==> src/rtl/frame_slot_mgr.sv <==
// frame_slot_mgr: frame-slot allocator for the DDR frame buffer.
// One writer and READERS_AMOUNT readers share FRAMES_AMOUNT slots. Slots are
// held by reference count, readers always take the most recently completed
// frame, and a per-reader frame tag drives rd_new_o.
// Optional: FRAME_SLOT_MGR_STATS_EN enables the drop/repeat counters.
module frame_slot_mgr #(
  parameter longint unsigned START_ADDR     = 0,
  parameter int              FRAMES_AMOUNT  = 3,
  parameter longint unsigned FRAME_SIZE_B   = 4147200,
  parameter int              ADDR_WIDTH     = 32,
  parameter int              READERS_AMOUNT = 1
) (
  input  logic                                 clk_i,
  input  logic                                 rst_n_i,
  input  logic                                 wr_start_i,
  input  logic                                 wr_done_stb_i,
  output logic                                 wr_grant_o,
  output logic [ADDR_WIDTH-1:0]                wr_addr_o,
  input  logic [READERS_AMOUNT-1:0]            rd_start_i,
  input  logic [READERS_AMOUNT-1:0]            rd_done_stb_i,
  output logic [READERS_AMOUNT-1:0]            rd_valid_o,
  output logic [READERS_AMOUNT-1:0]            rd_new_o,
  output logic [READERS_AMOUNT*ADDR_WIDTH-1:0] rd_addr_o,
  output logic [15:0]                          drop_cnt_o,
  output logic [15:0]                          repeat_cnt_o
);
  localparam int F  = FRAMES_AMOUNT;
  localparam int R  = READERS_AMOUNT;
  localparam int AW = ADDR_WIDTH;
  localparam int IW = (F > 1) ? $clog2(F) : 1;
  localparam int CW = $clog2(R + 1);

  if (F < R + 2) begin : g_chk_frames
    $error("frame_slot_mgr: FRAMES_AMOUNT must be >= READERS_AMOUNT + 2");
  end
  if (R < 1 || R > 8) begin : g_chk_readers
    $error("frame_slot_mgr: READERS_AMOUNT must be 1..8");
  end

  function automatic logic [AW-1:0] slot_addr(input logic [IW-1:0] idx);
    return AW'(START_ADDR) + AW'(idx) * AW'(FRAME_SIZE_B);
  endfunction

  logic [F-1:0]           writing_q, writing_d;
  logic [F-1:0][CW-1:0]   refcnt_q, refcnt_d;
  logic [IW-1:0]          latest_idx_q, latest_idx_d;
  logic                   latest_vld_q, latest_vld_d;
  logic                   wr_grant_q, wr_grant_d;
  logic [IW-1:0]          wr_idx_q, wr_idx_d;
  logic [AW-1:0]          wr_addr_q, wr_addr_d;
  logic [R-1:0]           rd_valid_q, rd_valid_d;
  logic [R-1:0]           rd_new_q, rd_new_d;
  logic [R-1:0][IW-1:0]   rd_idx_q, rd_idx_d;
  logic [R-1:0][AW-1:0]   rd_addr_q, rd_addr_d;
  // Frame tag: slot of the reader's last frame, dropped when that slot is
  // handed back to the writer so a rewritten slot always reads as new.
  logic [R-1:0]           tag_vld_q, tag_vld_d;
  logic [R-1:0][IW-1:0]   tag_idx_q, tag_idx_d;

  logic [F-1:0]  free;
  logic [IW-1:0] free_idx;
  logic          wr_acc, wr_fin;
  logic [R-1:0]  rd_acc, rd_rel, rd_is_new;

  assign wr_acc = wr_start_i && !wr_grant_q;
  assign wr_fin = wr_done_stb_i && wr_grant_q;
  assign rd_acc = rd_start_i & ~rd_valid_q & {R{latest_vld_q}};
  assign rd_rel = rd_done_stb_i & rd_valid_q;

  // Free-slot search: lowest index not written, not held, not latest
  always_comb begin
    free     = '0;
    free_idx = '0;
    for (int s = 0; s < F; s++)
      free[s] = !writing_q[s] && (refcnt_q[s] == '0) &&
                !(latest_vld_q && (latest_idx_q == IW'(s)));
    for (int s = F - 1; s >= 0; s--)
      if (free[s]) free_idx = IW'(s);
  end

  // Per-reader: does the current latest frame differ from its last frame
  always_comb begin
    rd_is_new = '0;
    for (int r = 0; r < R; r++)
      rd_is_new[r] = !tag_vld_q[r] || (tag_idx_q[r] != latest_idx_q);
  end

  // Slot, writer and reader next state
  always_comb begin
    writing_d    = writing_q;
    refcnt_d     = refcnt_q;
    latest_idx_d = latest_idx_q;
    latest_vld_d = latest_vld_q;
    wr_grant_d   = wr_grant_q;
    wr_idx_d     = wr_idx_q;
    wr_addr_d    = wr_addr_q;
    rd_valid_d   = rd_valid_q;
    rd_new_d     = rd_new_q;
    rd_idx_d     = rd_idx_q;
    rd_addr_d    = rd_addr_q;
    tag_vld_d    = tag_vld_q;
    tag_idx_d    = tag_idx_q;
    if (wr_acc) begin
      writing_d[free_idx] = 1'b1;
      wr_grant_d          = 1'b1;
      wr_idx_d            = free_idx;
      wr_addr_d           = slot_addr(free_idx);
      for (int r = 0; r < R; r++)
        if (tag_idx_q[r] == free_idx) tag_vld_d[r] = 1'b0;
    end
    if (wr_fin) begin
      writing_d[wr_idx_q] = 1'b0;
      wr_grant_d          = 1'b0;
      latest_idx_d        = wr_idx_q;
      latest_vld_d        = 1'b1;
    end
    for (int r = 0; r < R; r++) begin
      if (rd_acc[r]) begin
        rd_valid_d[r]          = 1'b1;
        rd_idx_d[r]            = latest_idx_q;
        rd_addr_d[r]           = slot_addr(latest_idx_q);
        rd_new_d[r]            = rd_is_new[r];
        tag_vld_d[r]           = 1'b1;
        tag_idx_d[r]           = latest_idx_q;
        refcnt_d[latest_idx_q] = refcnt_d[latest_idx_q] + CW'(1);
      end
      if (rd_rel[r]) begin
        rd_valid_d[r]          = 1'b0;
        refcnt_d[rd_idx_q[r]]  = refcnt_d[rd_idx_q[r]] - CW'(1);
      end
    end
  end

  // Slot, writer and reader state registers
  always_ff @(posedge clk_i or negedge rst_n_i) begin
    if (!rst_n_i) begin
      writing_q    <= '0;
      refcnt_q     <= '0;
      latest_idx_q <= '0;
      latest_vld_q <= 1'b0;
      wr_grant_q   <= 1'b0;
      wr_idx_q     <= '0;
      wr_addr_q    <= '0;
      rd_valid_q   <= '0;
      rd_new_q     <= '0;
      rd_idx_q     <= '0;
      rd_addr_q    <= '0;
      tag_vld_q    <= '0;
      tag_idx_q    <= '0;
    end else begin
      writing_q    <= writing_d;
      refcnt_q     <= refcnt_d;
      latest_idx_q <= latest_idx_d;
      latest_vld_q <= latest_vld_d;
      wr_grant_q   <= wr_grant_d;
      wr_idx_q     <= wr_idx_d;
      wr_addr_q    <= wr_addr_d;
      rd_valid_q   <= rd_valid_d;
      rd_new_q     <= rd_new_d;
      rd_idx_q     <= rd_idx_d;
      rd_addr_q    <= rd_addr_d;
      tag_vld_q    <= tag_vld_d;
      tag_idx_q    <= tag_idx_d;
    end
  end

  assign wr_grant_o = wr_grant_q;
  assign wr_addr_o  = wr_addr_q;
  assign rd_valid_o = rd_valid_q;
  assign rd_new_o   = rd_new_q;
  assign rd_addr_o  = rd_addr_q;

`ifdef FRAME_SLOT_MGR_STATS_EN
  logic [F-1:0] unread_q, unread_d;
  logic [15:0]  drop_q, drop_d, rep_q, rep_d;
  logic [16:0]  rep_sum;
  logic [3:0]   nrep;

  // Statistics: a latest frame replaced without any reader taking it is a
  // drop; a read of the same frame as last time is a repeat
  always_comb begin
    unread_d = unread_q;
    drop_d   = drop_q;
    nrep     = '0;
    for (int r = 0; r < R; r++)
      if (rd_acc[r] && !rd_is_new[r]) nrep = nrep + 4'd1;
    rep_sum = {1'b0, rep_q} + 17'(nrep);
    rep_d   = rep_sum[16] ? 16'hFFFF : rep_sum[15:0];
    if (|rd_acc) unread_d[latest_idx_q] = 1'b0;
    if (wr_fin) begin
      if (latest_vld_q && unread_q[latest_idx_q] && !(|rd_acc) && (drop_q != 16'hFFFF))
        drop_d = drop_q + 16'd1;
      unread_d[wr_idx_q] = 1'b1;
    end
  end

  // Statistics registers
  always_ff @(posedge clk_i or negedge rst_n_i) begin
    if (!rst_n_i) begin
      unread_q <= '0;
      drop_q   <= '0;
      rep_q    <= '0;
    end else begin
      unread_q <= unread_d;
      drop_q   <= drop_d;
      rep_q    <= rep_d;
    end
  end

  assign drop_cnt_o   = drop_q;
  assign repeat_cnt_o = rep_q;
`else
  assign drop_cnt_o   = 16'd0;
  assign repeat_cnt_o = 16'd0;
`endif
endmodule

==> config.mk <==
export PLATFORM = sky130hd
export DESIGN_NAME = frame_slot_mgr
export DESIGN_NICKNAME = d
export VERILOG_FILES = /design/src/rtl/frame_slot_mgr.sv
export SDC_FILE = /design/constraint.sdc
export NUM_CORES = 1
export LEC_CHECK = 0
export CAP_MARGIN = 20
export CORE_ASPECT_RATIO = 1.75
export CORE_MARGIN = 2
export CORE_UTILIZATION = 40
export CTS_BUF_LIST = sky130_fd_sc_hd__clkbuf_2 sky130_fd_sc_hd__clkbuf_4 sky130_fd_sc_hd__clkbuf_8
export CTS_CLUSTER_SIZE = 40
export DETAILED_ROUTE_END_ITERATION = 12
export PLACE_DENSITY = 0.92
export SLEW_MARGIN = 40
export SYNTH_ARGS = -nofsm -noshare
export SYNTH_HDL_FRONTEND = slang
export SYNTH_SLANG_ARGS = --single-unit
export TNS_END_PERCENT = 5
==> constraint.sdc <==
create_clock -name clk_i -period 2.4 [get_ports clk_i]
set_clock_uncertainty 0.2 [all_clocks]
set_input_delay 0.48 -clock clk_i [delete_from_list [all_inputs] [get_ports clk_i]]
set_output_delay 0.48 -clock clk_i [all_outputs]
set_load 0.1 [all_outputs]
==> flow_results.org <==
** Run status
- The run finished with clean final reports.

** Global route
- Aggregate global routing overflow :: 0
- The initial antenna violation count was 0.
- Via count of the first global-routing pass :: 1127
- GRT Overall Usage :: 12.7%
- The first global-routing pass estimated 5240 µm of wire.
- Pin count of the biggest net entering global routing :: 26

** Yosys
- Counting flops and latches in the post-synthesis netlist gives 25.
- Of all flip-flops after synthesis, the portion carrying an async set or reset was 100%.
- Gate Count Post-Synth :: 210
- Dividing the synthesized area by the synthesized cell count gives 8.94 µm².
- Total standard cell area after synthesis :: 1880 µm²
- Synthesis Warnings :: 0
- Of the synthesized area, sequential elements account for 33.3%.
- Yosys mapped the design onto 31 distinct sky130hd cell types.
- In the synthesized netlist the dominant register cell turns out to be dfrtp_1.
- The synthesized design contains 0 enable-type register cells.

** Critical path
- Critical Path Fanout Max :: 7
- STA classifies the critical path startpoint as a flip-flop.
- CP Data Required Time :: 2.34 ns
- Data arrival time of the worst path :: 2.12 ns
- Startpoint-to-endpoint class of the critical path :: flip-flop to flip-flop
- The worst setup path is captured at a flip-flop.

** Detailed routing
- In this run, the number of DRC markers left after iteration 0 of detailed routing was 22.
- Detailed-router iteration count before antenna repair :: 4
- Total length of routed wires :: 3320 µm
- Number of vias per cell :: 4.27
- Detailed routing inserted a total of 1226 vias.
- DRC violations left :: 0
- In this run the remaining antenna-violating nets after routing total 0.
- Dividing the detail-routed wire length by the instance count gives 11.6 µm.

** Job
- The tool flagged a number of max-cap violations equal to 0.

** Die
- Pin placement for this block handled 105 I/O pins.
- Placeable core region :: 4580 µm²
- The initialized floorplan defines 33 standard-cell rows.
- The die is 55.8 µm wide.
- The floorplan step set the die height to 94.6 µm.
- The die covers 5280 µm².
- The initial utilization of the core area, before any placement, comes to 41.0%.

** Placed design
- Summed over all nets, the half-perimeter wirelength after detailed placement is 2640 µm.
- At the end of routability-driven placement, the weighted congestion stood at 0.842.
- Count of buffers from port buffering :: 32

** CTS
- Number of buffers on the longest clock path :: 2
- CTS tree :: built
- Buffers inserted during clock tree synthesis total 3.
- Clock transition at the registers of the reported paths :: 0.08 ns
- The root buffer cell chosen for the clock tree is clkbuf_8.
- Clock network latency to the later pin of the worst-skew pair :: 0.26 ns
- CTS saw 25 sinks.
- H-tree depth reported by CTS :: 1

** STA
- Count of endpoints failing setup in the final report :: 0
- Time the worst path needs with I/O delays and setup :: 2.18 ns
- Setup TNS after final layout :: 0 ns
- Maximum clock frequency :: 460 MHz
- The number of max-slew violations in the final report is 0.
- Final hold violation count :: 0
- Setup repair after global routing missed its margin :: false
- Final worst-path cycle share :: 90.7%

** Cells and area
- Area of the multi-input gates :: 855 µm²
- Registers take 627 µm².
- The post-route netlist has 17.0% of its cells at a drive strength greater than 1.
- Fill cell count :: 457
- The repair_antennas step left the layout with diodes totalling 0.
- The net count of the finished layout is 252.
- From synthesis to final layout, the design area changed by 1.73%.

** Worst hold path
- Path class of the lowest-slack min-delay path :: flip-flop to flip-flop
==> sequential cells by signal, indices dropped and copies added, names as in the netlist <==
signal and count:
rd_addr_o 5, rd_new_o 1, writing_q 3, refcnt_q 3
rd_idx_q 1, tag_vld_q 1, wr_grant_o 1, wr_addr_o 5
latest_vld_q 1, rd_valid_o 1, wr_idx_q 1, latest_idx_q 2
==> kinds of logic (layout without fill, tap and decap cells) <==
| group | count (synthesis) | after routing | synth area share (%) |
|---|---|---|---|
| mux | 6 | 6 | 3.33 |
| xor+xnor | 5 | 5 | 2.33 |
| fa+ha+maj | 10 | 10 | 6.66 |
| other cells | 1 | 72 | 0.200 |
| simple gates | 50 | 50 | 11.7 |
| buf+inv | 92 | 46 | 35.6 |
| compound gates | 21 | 21 | 6.80 |
| flops | 25 | 25 | 33.3 |
==> path summary, 6_finish.rpt <==
check / cells past startpoint / slack [ns] / to / from
min reg2reg: 2 / 0.29 / rd_addr_o[17] / rd_addr_o[17]
min: 2 / 0.29 / rd_addr_o[17] / rd_addr_o[17]
max in group asynchronous: 2 / 1.34 / latest_idx_q[0] / rst_n_i
max reg2reg: 8 / 0.22 / writing_q[2] / latest_idx_q[0]
max: 8 / 0.22 / writing_q[2] / latest_idx_q[0]
min in group asynchronous: 2 / 0.40 / rd_addr_o[20] / rst_n_i
==> layer usage <==
layer	share of wire [%]	GRT usage, %
met2	56	25.5
met3	9.0	1.92
met4	1.8	6.10
met1	33	12.1
met5	0	0
==> through the flow <==
step           util (%)  cells  cell area, µm²  worst slack [ns]  hold WS [ns]
2_1_floorplan         -    281            2140             0.258       -0.0156
3_3_place_gp       40.4    282            1850             0.330         0.261
3_5_place_dp       40.4    282            1850             0.199         0.275
4_1_cts            41.4    286            1900             0.163         0.300
5_1_grt            41.7    287            1910            0.0599         0.325
6_report           41.7    287            1910             0.224         0.293
==> synth_stat cells (2+ instances only) <==
| library cell | n | area share (%) |
|---|---|---|
| o21ai_0 | 8 | 2.1 |
| buf_4 | 84 | 34 |
| nor2b_1 | 2 | 0.67 |
| ha_1 | 10 | 6.7 |
| inv_1 | 6 | 1.2 |
| nor2_1 | 5 | 1.0 |
| xor2_1 | 4 | 1.9 |
| nand2b_1 | 2 | 0.67 |
| a211oi_1 | 2 | 0.80 |
| a21oi_1 | 5 | 1.3 |
| mux2i_1 | 4 | 2.1 |
| dfrtp_1 | 25 | 33 |
| nor3_1 | 2 | 0.53 |
| nand2_1 | 33 | 6.6 |
| mux2_2 | 2 | 1.2 |
==> final cells by class <==
class                           instances  area share, %
Tap cell                               52           3.41
Multi-Input combinational cell        164           44.7
Timing Repair Buffer                   36           15.5
Sequential cell                        25           32.8
Clock buffer                            3           2.16
Inverter                                6           1.18
Clock inverter                          1          0.262
==> worst max-delay path: stages, from the launching register on <==
cell and delay (ns):
dfrtp_2 0.43, inv_1 0.10, ha_1 0.24, a211o_1 0.33, nand3b_1 0.24, inv_1 0.11, ha_1 0.22, a21oi_1 0.13
a21oi_1 0.05
==> timing repair <==
action | in CTS | in global routing
setup endpoints to repair | 0 | 2
hold buffers | 0 | 0
setup buffers | 0 | 1
gates resized for setup | 0 | 2
==> placed cells by master (no fill, tap or decap), types with 5 or more instances in the layout <==
master           Yosys  routed
nand2_1             33      33
o21ai_0              8       8
clkdlybuf4s50_1      0       5
inv_1                6       6
a21oi_1              5       5
conb_1               1      72
ha_1                10      10
buf_4               84      30
nor2_1               5       5
dfrtp_1             25      24
Power is not shown: default switching activity piles up to over one toggle a cycle in this logic, so the estimate is an artifact.
